### src/rtl/iaf_neuron.sv
// iaf_neuron: integrate-and-fire neuron with constant leak, threshold firing and lateral inhibition
//   clk        rising-edge clock
//   rstb       asynchronous active-high reset (clears potential and spike)
//   weights_lo bit 0 of each 2-bit synaptic weight
//   weights_hi bit 1 of each 2-bit synaptic weight
//   signals    input spike vector
//   latinhib   lateral inhibition / global clear
//   spike      registered one-cycle output spike
module iaf_neuron #(
   parameter int INPUTS    = 25,
   parameter int POT_WIDTH = 10,
   parameter int THRESHOLD = 32,
   parameter int LEAK      = 1
) (
   input  logic [INPUTS-1:0] weights_lo,
   input  logic [INPUTS-1:0] weights_hi,
   input  logic [INPUTS-1:0] signals,
   input  logic              clk,
   input  logic              rstb,
   input  logic              latinhib,
   output logic              spike
);
   localparam int SW = $clog2(3*INPUTS+1);
   // two spare bits: one for carry above the potential, one for sign after the leak
   localparam int EW = (POT_WIDTH > SW ? POT_WIDTH : SW) + 2;
   localparam logic signed [EW-1:0] MAX = EW'((1 << POT_WIDTH) - 1);
   logic [POT_WIDTH-1:0] pot, nxt;
   logic [SW-1:0] sum;
   logic signed [EW-1:0] raw;
   logic fire;
   always_comb begin
      sum = '0;
      for (int i = 0; i < INPUTS; i++)
         sum = sum + (signals[i] ? SW'({weights_hi[i], weights_lo[i]}) : SW'(0));
      raw = $signed(EW'(pot)) + $signed(EW'(sum)) - $signed(EW'(LEAK));
      nxt = raw[EW-1] ? '0 : raw > MAX ? '1 : raw[POT_WIDTH-1:0];
      fire = nxt >= POT_WIDTH'(THRESHOLD);
   end
   // inhibition wins over firing; firing resets the potential to zero
   always_ff @(posedge clk or posedge rstb)
      if (rstb) begin
         pot   <= '0;
         spike <= 1'b0;
      end else begin
         spike <= !latinhib && fire;
         pot   <= (latinhib || fire) ? '0 : nxt;
      end
endmodule

### config.mk
export PLATFORM = sky130hd
export DESIGN_NAME = iaf_neuron
export DESIGN_NICKNAME = d
export VERILOG_FILES = /design/src/rtl/iaf_neuron.sv
export SDC_FILE = /design/constraint.sdc
export NUM_CORES = 1
export LEC_CHECK = 0
export BUFFER_PORTS_ARGS = -buffer_cell sky130_fd_sc_hd__buf_2
export CAP_MARGIN = 5
export CORE_ASPECT_RATIO = 1.2
export CORE_UTILIZATION = 59
export CTS_CLUSTER_SIZE = 10
export DETAILED_ROUTE_END_ITERATION = 6
export GPL_ROUTABILITY_DRIVEN = 0
export MAX_ROUTING_LAYER = met4
export PLACE_DENSITY = 0.88
export SLEW_MARGIN = 20
export SYNTH_ARGS = -nofsm -noshare
export SYNTH_HDL_FRONTEND = slang
export SYNTH_SLANG_ARGS = --single-unit
### constraint.sdc
create_clock -name clk -period 13.7 [get_ports clk]
set_input_delay 2.055 -clock clk [delete_from_list [all_inputs] [get_ports clk]]
set_output_delay 2.055 -clock clk [all_outputs]
set_load 0.05 [all_outputs]
==> reports/results.ini, run 1 <==
[final_layout]
nets=566
multi_input_area_sq_um=2400
syn_to_final_growth_pct=17.9
drive_gt1_frac=0.231
ff_latch_area_sq_um=275
diodes=0
nFillCells=313

[placed_design]
dp_hpwl_um=5050
portBuffers=78

[logic_synthesis]
synth_area_sq_um=2890
synth_area_per_cell_sq_um=9.77
synth_cells=296
synthAdderAreaFrac=0.581
synth_top_family_by_area=adder cells
synth_xor_area_frac=0.0299
ys_seq_elements=11
synth_compound_area_frac=0.0428
synthMuxAreaShare=0.00346
yosys.cell_types.count=36
yosysSeqAreaShare=0.0952
yosysWarnings=0
yosys.area_share.simple=0.166

[routing]
vias=2253
drt-vias-per-instance=5.13
drt-initial-drc-count=82
drtPass1Iterations=5
remaining_drc_errors=0
wl_per_cell_um=12.2
ant_nets=0
drt-total-wl_um=5370

[cts]
post_cts_buffers=0
insertion_delay_ns=0.24
cts_max_level=1
cts_buffer_depth=2
clock_tree.root_cell=clkbuf_8
ctsHoldBuffers=0
clk_pin_slew_worst_paths_ns=0.05
cts_resized=0
clock-sinks=11
cts_tree=built
cts_buffers=3

[critical_path]
rr_startpoint=pot[1]$_DFF_PP0_
cp_max_fo=6
crit_start=signals[9]
worstSetupEndpointType=flop
crit_path_start_kind=input pin
path_class=in -> reg
cp.required_ns=13.84
arrival_ns=7.98
regToRegSetupSlack_ns=7.79

[timing]
hold_viol_final=0
period_needed_ns=7.84
fmaxAchievable_mhz=128
finalSetupViolCount=0
drv_slew=0
rsz0062_at_grt=no
clock_skew_ns=0.000896
fin_crit_sh=0.572
fin_tns_setup_ns=0

[global_routing]
antenna_found_initial=0
grt_max_degree=12
grt_pass1_vias=2210
grt_util_all_layers=0.222
grt_pass1_wl_um=8740
grt_remaining_overflow=0

[floorplan]
start_util=0.620
core_sq_um=4660
io_pins=79
dieWidth_um=65.9
die_h_um=78.7
rows=27
die_area_sq_um=5190

[job]
maxCapViolations=0

[worst_hold_path]
hp-class=reg -> reg
holdCritStartpoint=pot[9]$_DFF_PP0_

[run_status]
status=completed

==> cell families after synthesis <==
group           Yosys count
simple gates             86
compound gates           20
fa+ha+maj               106
mux                       1
flops                    11
buf+inv                  62
xor+xnor                  9
other cells               1
==> critical path: stages <==
cell and delay [ns]:
buf_2 0.10, and2_1 0.17, fa_1 0.53, inv_1 0.06, fa_1 0.50, fa_1 0.51, inv_1 0.05, fa_1 0.46
fa_1 0.55, inv_1 0.06, fa_1 0.50, fa_1 0.49, inv_1 0.07, ha_1 0.16, inv_1 0.06, fa_1 0.44
nor2b_4 0.16, o21ai_1 0.08, and3_1 0.19, nor4_2 0.27, nand4_2 0.21, nor4_1 0.30
==> placed cells by master, fill, tap and decap left out, types with 2 or more instances in the layout <==
cell type  synthesis  layout
and3_1             2       2
conb_1             1       5
nor4_1             4       4
buf_2              1      78
a21oi_1            8       8
inv_1             61      61
nand3_1            4       4
nor3_1             4       4
ha_1              59      59
dfrtp_1           11      11
clkbuf_8           0       3
fa_1              47      47
o21ai_0            3       3
xor2_1             2       2
xnor2_1            6       6
o21ai_1            2       2
nand2_1           28      28
nor2_1             7       7
a211o_1            2       2
and3b_1            2       2
and2_1            26      26
==> cells in the mapped netlist, drive strengths merged <==
| cell | number | share of area |
|---|---|---|
| xnor2 | 6 | 0.018 |
| nand2b | 1 | 0.0022 |
| ha | 59 | 0.26 |
| dfrtp | 11 | 0.095 |
| and3 | 3 | 0.0082 |
| or3 | 1 | 0.0022 |
| fa | 47 | 0.33 |
| nor2b | 2 | 0.0069 |
| mux2i | 1 | 0.0035 |
| a21oi | 9 | 0.017 |
| o21bai | 1 | 0.0026 |
| nand3 | 4 | 0.0069 |
| o21ai | 5 | 0.0087 |
| buf | 1 | 0.0017 |
| nand2 | 28 | 0.036 |
| conb | 1 | 0.0013 |
| and2 | 26 | 0.056 |
| nor4 | 5 | 0.013 |
| nor4b | 1 | 0.0052 |
| and3b | 2 | 0.0061 |
| o21a | 1 | 0.0026 |
| nand4 | 2 | 0.0065 |
| nor3 | 4 | 0.0069 |
| nor2 | 7 | 0.0091 |
| inv | 61 | 0.079 |
| a211o | 2 | 0.0061 |
| a311oi | 1 | 0.0030 |
| o221ai | 1 | 0.0030 |
| xor2 | 3 | 0.012 |
==> worst paths after layout <==
kind / end / cells after the start
hold reg to reg: spike$_DFF_PP0_ / 7
setup / recovery: pot[4]$_DFF_PP0_ / 22
hold / removal: spike$_DFF_PP0_ / 7
max in group asynchronous: pot[7]$_DFF_PP0_ / 2
setup reg to reg: pot[4]$_DFF_PP0_ / 20
min in group asynchronous: pot[1]$_DFF_PP0_ / 2
==> stage by stage <==
stage	setup WS [ns]	hold slack, ns	instances	utilization	cell area, sq um
detailed placement	5.59	1.38	435	0.722	3360
finish	5.86	1.38	439	0.731	3410
global route	5.56	1.48	439	0.731	3410
CTS	5.86	1.40	439	0.731	3410
floorplan	6.01	1.23	300	-	2910
global placement	5.78	1.35	435	0.722	3360
==> registers in the layout, summed over array words and instances, names as in the netlist <==
signal,count
pot,10
spike,1
==> cell type report <==
cell class              instances  area share
clock buffers                   4      0.0132
well taps                      58      0.0213
repair buffers                 78       0.114
flip-flops and latches         11      0.0807
multi-input cells             227       0.703
inverters                      61      0.0672
==> routing by layer <==
layer  GRT usage  part of all wire
met1       0.258              0.40
met2       0.426              0.56
met3     0.00436             0.031
met4      0.0326            0.0089
met5           -                 0
Power of run 1 is left out: the tool's default activity adds up to more than one toggle a clock period on the data nets, which glitch-free logic cannot reach.
==> run 2: changes to the inputs <==
--- a/config.mk
+++ b/config.mk
@@ -8,12 +8,12 @@
 export BUFFER_PORTS_ARGS = -buffer_cell sky130_fd_sc_hd__buf_2
 export CAP_MARGIN = 5
 export CORE_ASPECT_RATIO = 1.2
-export CORE_UTILIZATION = 59
+export CORE_UTILIZATION = 49
 export CTS_CLUSTER_SIZE = 10
 export DETAILED_ROUTE_END_ITERATION = 6
 export GPL_ROUTABILITY_DRIVEN = 0
 export MAX_ROUTING_LAYER = met4
-export PLACE_DENSITY = 0.88
+export PLACE_DENSITY = 0.78
 export SLEW_MARGIN = 20
 export SYNTH_ARGS = -nofsm -noshare
 export SYNTH_HDL_FRONTEND = slang
==> constraint.sdc (replaced) <==
create_clock -name clk -period 6.7 [get_ports clk]
set_input_delay 1.005 -clock clk [delete_from_list [all_inputs] [get_ports clk]]
set_output_delay 1.005 -clock clk [all_outputs]
set_load 0.05 [all_outputs]
==> run 2 against run 1 <==
Net effect: the flow now finishes with violations (setup timing); final area increased by 4.6%; sequential cell count unchanged; clock-buffer cell count unchanged; global-route usage decreased by 3.9 points; wire length about the same; worst hold slack got worse by 0.63 ns; core utilization decreased by 10 points; via count increased by 0.40%; critical path type unchanged.
==> reports/results.ini, run 2 (synthesized netlist as in run 1, its figures left out) <==
[final_layout]
syn_to_final_growth_pct=23.3
reg.largest.list=pot x10, spike x1
drive_gt1_frac=0.285  ; +0.0540
final_common_cell=buf_2
nFillCells=449  ; +43%
diodes=0  ; unchanged
ff_latch_area_sq_um=275  ; unchanged
largest_register_ffs=10  ; unchanged
multi_input_area_sq_um=2470  ; +3.1%
nets=571  ; +0.88%
utilization=0.629  ; -0.102
final_cells=466  ; +6.2%
largest_register=pot
final_cell_mix=buf_2 (76), inv_1 (58), ha_1 (58)

[cts]
cts_max_level=1  ; unchanged
cts_buffer_depth=2  ; unchanged
cts_tree=built
clock_tree.root_cell=clkbuf_8
cts_buffers=3  ; unchanged
clock-sinks=11  ; unchanged
clk_pin_slew_worst_paths_ns=0.05  ; about the same
insertion_delay_ns=0.23  ; about the same

[timing]
period_needed_ns=6.72
clock_skew_ns=0.00178  ; +0.000887 ns
rsz0062_at_grt=yes
tightest_slew_ns=0.608
finalSetupViolCount=1  ; +1
relSlewSlack=0.592
hold_viol_final=0  ; unchanged
worst_slack_ns=-0.0247  ; -5.89 ns
fin_tns_setup_ns=-0.0247  ; -0.0247 ns
fmaxAchievable_mhz=149
fin_crit_sh=1.00
drv_slew=0  ; unchanged

[critical_path]
cp.required_ns=6.83  ; -7.01 ns
worstPathCellList=buf_6 -> and2_4 -> fa_1 -> inv_2 -> fa_1 -> fa_1 -> inv_1 -> fa_1 -> fa_1 -> inv_2 -> fa_1 -> fa_1 -> inv_1 -> ha_2 -> inv_2 -> fa_2 -> nor2b_4 -> o21ai_2 -> and3_1 -> nor4_2 -> nand4_2 -> buf_6 -> nor4_2
regToRegSetupSlack_ns=0.82  ; -6.97 ns
r2r_cells=21  ; +5.0%
cp_max_fo=5  ; -1
worstSetupEndpointType=flop
worst-path-buf-inv=7  ; +1
rr_startpoint=pot[1]$_DFF_PP0_
max_stage_delay_ns=0.54  ; about the same
arrival_ns=6.86  ; -1.12 ns
critPathTopFamily=adder cells
cpMostUsedCell=fa_1
crit_path_start_kind=input pin
path_class=in -> reg
r2r-end=pot[4]$_DFF_PP0_
slowest_stage=fa_1

[floorplan]
dieWidth_um=72.1  ; +9.4%
rows=30  ; +11%
die_h_um=86.2  ; +9.5%
die_area_sq_um=6210  ; +20%
start_util=0.510  ; -0.110
io_pins=79  ; unchanged
core_sq_um=5670  ; +22%

[routing]
remaining_drc_errors=0  ; unchanged
ant_nets=0  ; unchanged
drt-initial-drc-count=204  ; +150%
wl_per_cell_um=11.5  ; -5.7%
drtPass1Iterations=4  ; -1
drt-total-wl_um=5380  ; about the same
drt-vias-per-instance=4.85  ; -5.4%
vias=2262  ; +0.40%

[global_routing]
grt_remaining_overflow=0  ; unchanged
grt_pass1_wl_um=9000  ; +2.9%
grt_pass1_vias=2274  ; +2.9%
antenna_found_initial=0  ; unchanged
use_met3=0.00823  ; +0.00387
top_usage_layer=met2
grtUsageMet1=0.218  ; -0.0400
grt_max_degree=12  ; unchanged
grtUsageMet2=0.347  ; -0.0789
grt_util_all_layers=0.183  ; -0.0388

[run_status]
status=finished, violations left
violations=setup timing

[job]
maxCapViolations=0  ; unchanged

[placed_design]
dp_hpwl_um=4920  ; -2.7%
dp.cells=459  ; +5.5%
portBuffers=78  ; unchanged

[worst_hold_path]
hp-class=in -> async

run 2: how the worst max path moves through the flow:
stage                         startpoint  depth (start not counted)                to
after floorplan               signals[9]                         21  pot[3]$_DFF_PP0_
final                     weights_hi[12]                         23  pot[4]$_DFF_PP0_
after global routing      weights_hi[12]                         23  pot[4]$_DFF_PP0_
after detailed placement      signals[9]                         22  pot[3]$_DFF_PP0_
after global placement        signals[9]                         22  pot[3]$_DFF_PP0_
after CTS                    signals[13]                         22  pot[4]$_DFF_PP0_
run 2: metrics by stage:
step                hold WS (ns)  instance area (sq um)  setup WS, ns
floorplan                  0.857                   2910        0.0570
global placement           0.991                   3410        -0.158
detailed placement          1.01                   3410        -0.466
CTS                        0.762                   3490      0.000160
global route               0.795                   3560        -0.289
finish                     0.758                   3560       -0.0247
run 2: layout make-up:
| cell class | count | share of cell area |
|---|---|---|
| repair buffers | 83 | 0.125 |
| well taps | 80 | 0.0281 |
| clock buffers | 4 | 0.0126 |
| inverters | 61 | 0.0642 |
| flip-flops and latches | 11 | 0.0772 |
| multi-input cells | 227 | 0.693 |
run 2: routing by layer:
metal | part of all wire | up-vias | wire (um)
li1 | - | 1119 | -
met1 | 0.41 | 1065 | 2200
met2 | 0.54 | 70 | 2920
met3 | 0.035 | 8 | 188
met4 | 0.013 | 0 | 72
met5 | 0 | - | 0
run 2: repair_timing:
| item | CTS | global route |
|---|---|---|
| endpoints found under the setup margin | 6 | 6 |
| pin swaps | 10 | 19 |
| hold buffers | 0 | 0 |
| resized for setup | 5 | 17 |
| setup buffers | 1 | 2 |
Power of run 2 is left out for the same reason.
==> run 3: changes to the inputs <==
--- a/config.mk
+++ b/config.mk
@@ -13,7 +13,7 @@
 export DETAILED_ROUTE_END_ITERATION = 6
 export GPL_ROUTABILITY_DRIVEN = 0
 export MAX_ROUTING_LAYER = met4
-export PLACE_DENSITY = 0.78
+export PLACE_DENSITY = 0.85
 export SLEW_MARGIN = 20
 export SYNTH_ARGS = -nofsm -noshare
 export SYNTH_HDL_FRONTEND = slang
==> run 3 against run 2 <==
Net effect: the run now ends clean; die area did not move; core utilization is 0.40 points higher; critical path depth is the same; register-to-register slack improved by 0.04 ns; sequential cell count unchanged; final cell count up 0.21%; critical path type unchanged; largest cell class unchanged.
==> reports/results.ini, run 3 (synthesized netlist as in run 1, its figures left out) <==
[final_layout]
syn_to_final_growth_pct=24.1
utilization=0.633  ; +0.00397
reg.largest.list=pot x10, spike x1
final_cell_mix=buf_2 (78), ha_1 (58), inv_1 (57)
drive_gt1_frac=0.300  ; +0.0148
final_common_cell=buf_2
largest_register_ffs=10  ; unchanged
diodes=0  ; unchanged
largest_register=pot
nets=572  ; +0.18%

[critical_path]
crit_path_start_kind=input pin
worstSetupEndpointType=flop
cp.required_ns=6.85  ; +0.02 ns
cp_max_fo=5  ; unchanged
path_class=in -> reg
arrival_ns=6.75  ; -0.11 ns

[routing]
drt-initial-drc-count=175  ; -14%
drt-total-wl_um=5840  ; +8.6%
ant_nets=0  ; unchanged
remaining_drc_errors=0  ; unchanged
wl_per_cell_um=12.5  ; +8.3%
vias=2274  ; +0.53%
drtPass1Iterations=4  ; unchanged
drt-vias-per-instance=4.87  ; +0.32%

[global_routing]
grt_max_degree=12  ; unchanged
grt_pass1_wl_um=8850  ; -1.6%
grt_pass1_vias=2204  ; -3.1%
antenna_found_initial=0  ; unchanged
grt_util_all_layers=0.183  ; about the same
grt_remaining_overflow=0  ; unchanged

[timing]
tightest_slew_ns=0.606  ; -0.00150 ns
clock_skew_ns=0.00883  ; +0.00705 ns
drv_slew=0  ; unchanged
relSlewSlack=0.593  ; +0.00100
fmaxAchievable_mhz=151  ; +1.9%
period_needed_ns=6.60  ; -0.123 ns
finalSetupViolCount=0  ; -1
whs_ns=0.726  ; -0.0323 ns
fin_crit_sh=0.985  ; -0.0184
hold_viol_final=0  ; unchanged

[cts]
clock-sinks=11  ; unchanged
cts_max_level=1  ; unchanged
cts_tree=built
clk_pin_slew_worst_paths_ns=0.05  ; about the same
insertion_delay_ns=0.25  ; +0.02 ns
clock_tree.root_cell=clkbuf_8
cts_buffer_depth=2  ; unchanged
cts_buffers=3  ; unchanged

[worst_hold_path]
hp-class=in -> async

[floorplan]
dieWidth_um=72.1  ; unchanged
start_util=0.510  ; unchanged
rows=30  ; unchanged
core_sq_um=5670  ; unchanged
io_pins=79  ; unchanged
die_area_sq_um=6210  ; unchanged
die_h_um=86.2  ; unchanged

[run_status]
status=completed

[placed_design]
portBuffers=78  ; unchanged
dp_hpwl_um=5040  ; +2.5%

[job]
maxCapViolations=0  ; unchanged

[run 3: cell count changes in the layout (fill, tap and decap cells not counted), moves of 2 or more]
| cell | before | now |
|---|---|---|
| and2_4 | 3 | 5 |
| buf_6 | 3 | 1 |
| buf_2 | 76 | 78 |
| and2_1 | 23 | 21 |
[run 3: what timing repair did]
item | CTS | global route
setup endpoints to repair | 6 | 6
buffers inserted | 0 | 4
pin swaps | 4 | 22
resized for setup | 3 | 25
endpoints found under the hold margin | 0 | 0
hold buffers | 0 | 0
[run 3: per-stage QoR]
stage                     setup TNS [ns]  instances  instance area [sq um]  worst slack, ns
after floorplan                        0        300                   2910           0.0570
after global placement            -0.786        459                   3410           -0.150
after detailed placement           -2.03        459                   3410           -0.397
after CTS                              0        463                   3470           0.0603
after global routing              -0.107        467                   3590          -0.0413
final                                  0        467                   3590           0.0987
[run 3: critical path, cell delays in order]
cell	delay, ns
buf_2	0.09
and2_4	0.15
fa_1	0.55
inv_2	0.04
fa_1	0.48
fa_1	0.49
inv_1	0.05
fa_1	0.47
fa_1	0.51
inv_1	0.05
fa_1	0.50
fa_1	0.41
inv_1	0.07
ha_2	0.18
inv_2	0.04
fa_2	0.38
nor2b_4	0.13
buf_4	0.12
nand3_1	0.11
a211o_1	0.29
and3_4	0.19
xor2_4	0.18
nor4_1	0.25
[run 3: cell type report]
cell class | count | area [sq um]
fillers | 441 | 2080
flip-flops and latches | 11 | 275
repair buffers | 84 | 439
multi-input cells | 227 | 2500
clock buffers | 4 | 45.0
inverters | 61 | 229
well taps | 80 | 100
[run 3: worst paths after layout]
path / startpoint / end / slack (ns) / depth (start not counted)
max in group asynchronous: rstb / pot[9]$_DFF_PP0_ / 5.69 / 2
max: weights_hi[16] / pot[3]$_DFF_PP0_ / 0.1 / 23
max reg2reg: pot[1]$_DFF_PP0_ / pot[3]$_DFF_PP0_ / 0.86 / 21
min reg2reg: pot[9]$_DFF_PP0_ / spike$_DFF_PP0_ / 1.45 / 7
min in group clk: latinhib / pot[4]$_DFF_PP0_ / 1.04 / 2
min: rstb / pot[3]$_DFF_PP0_ / 0.73 / 2
[run 3: layer usage]
metal | track usage | vias to the layer above | part of all wire
li1 | - | 1118 | -
met3 | 0.0118 | 7 | 0.038
met2 | 0.336 | 60 | 0.57
met4 | 0.0410 | 0 | 0.011
met1 | 0.218 | 1089 | 0.38
met5 | - | - | 0
Power of run 3 is left out for the same reason.
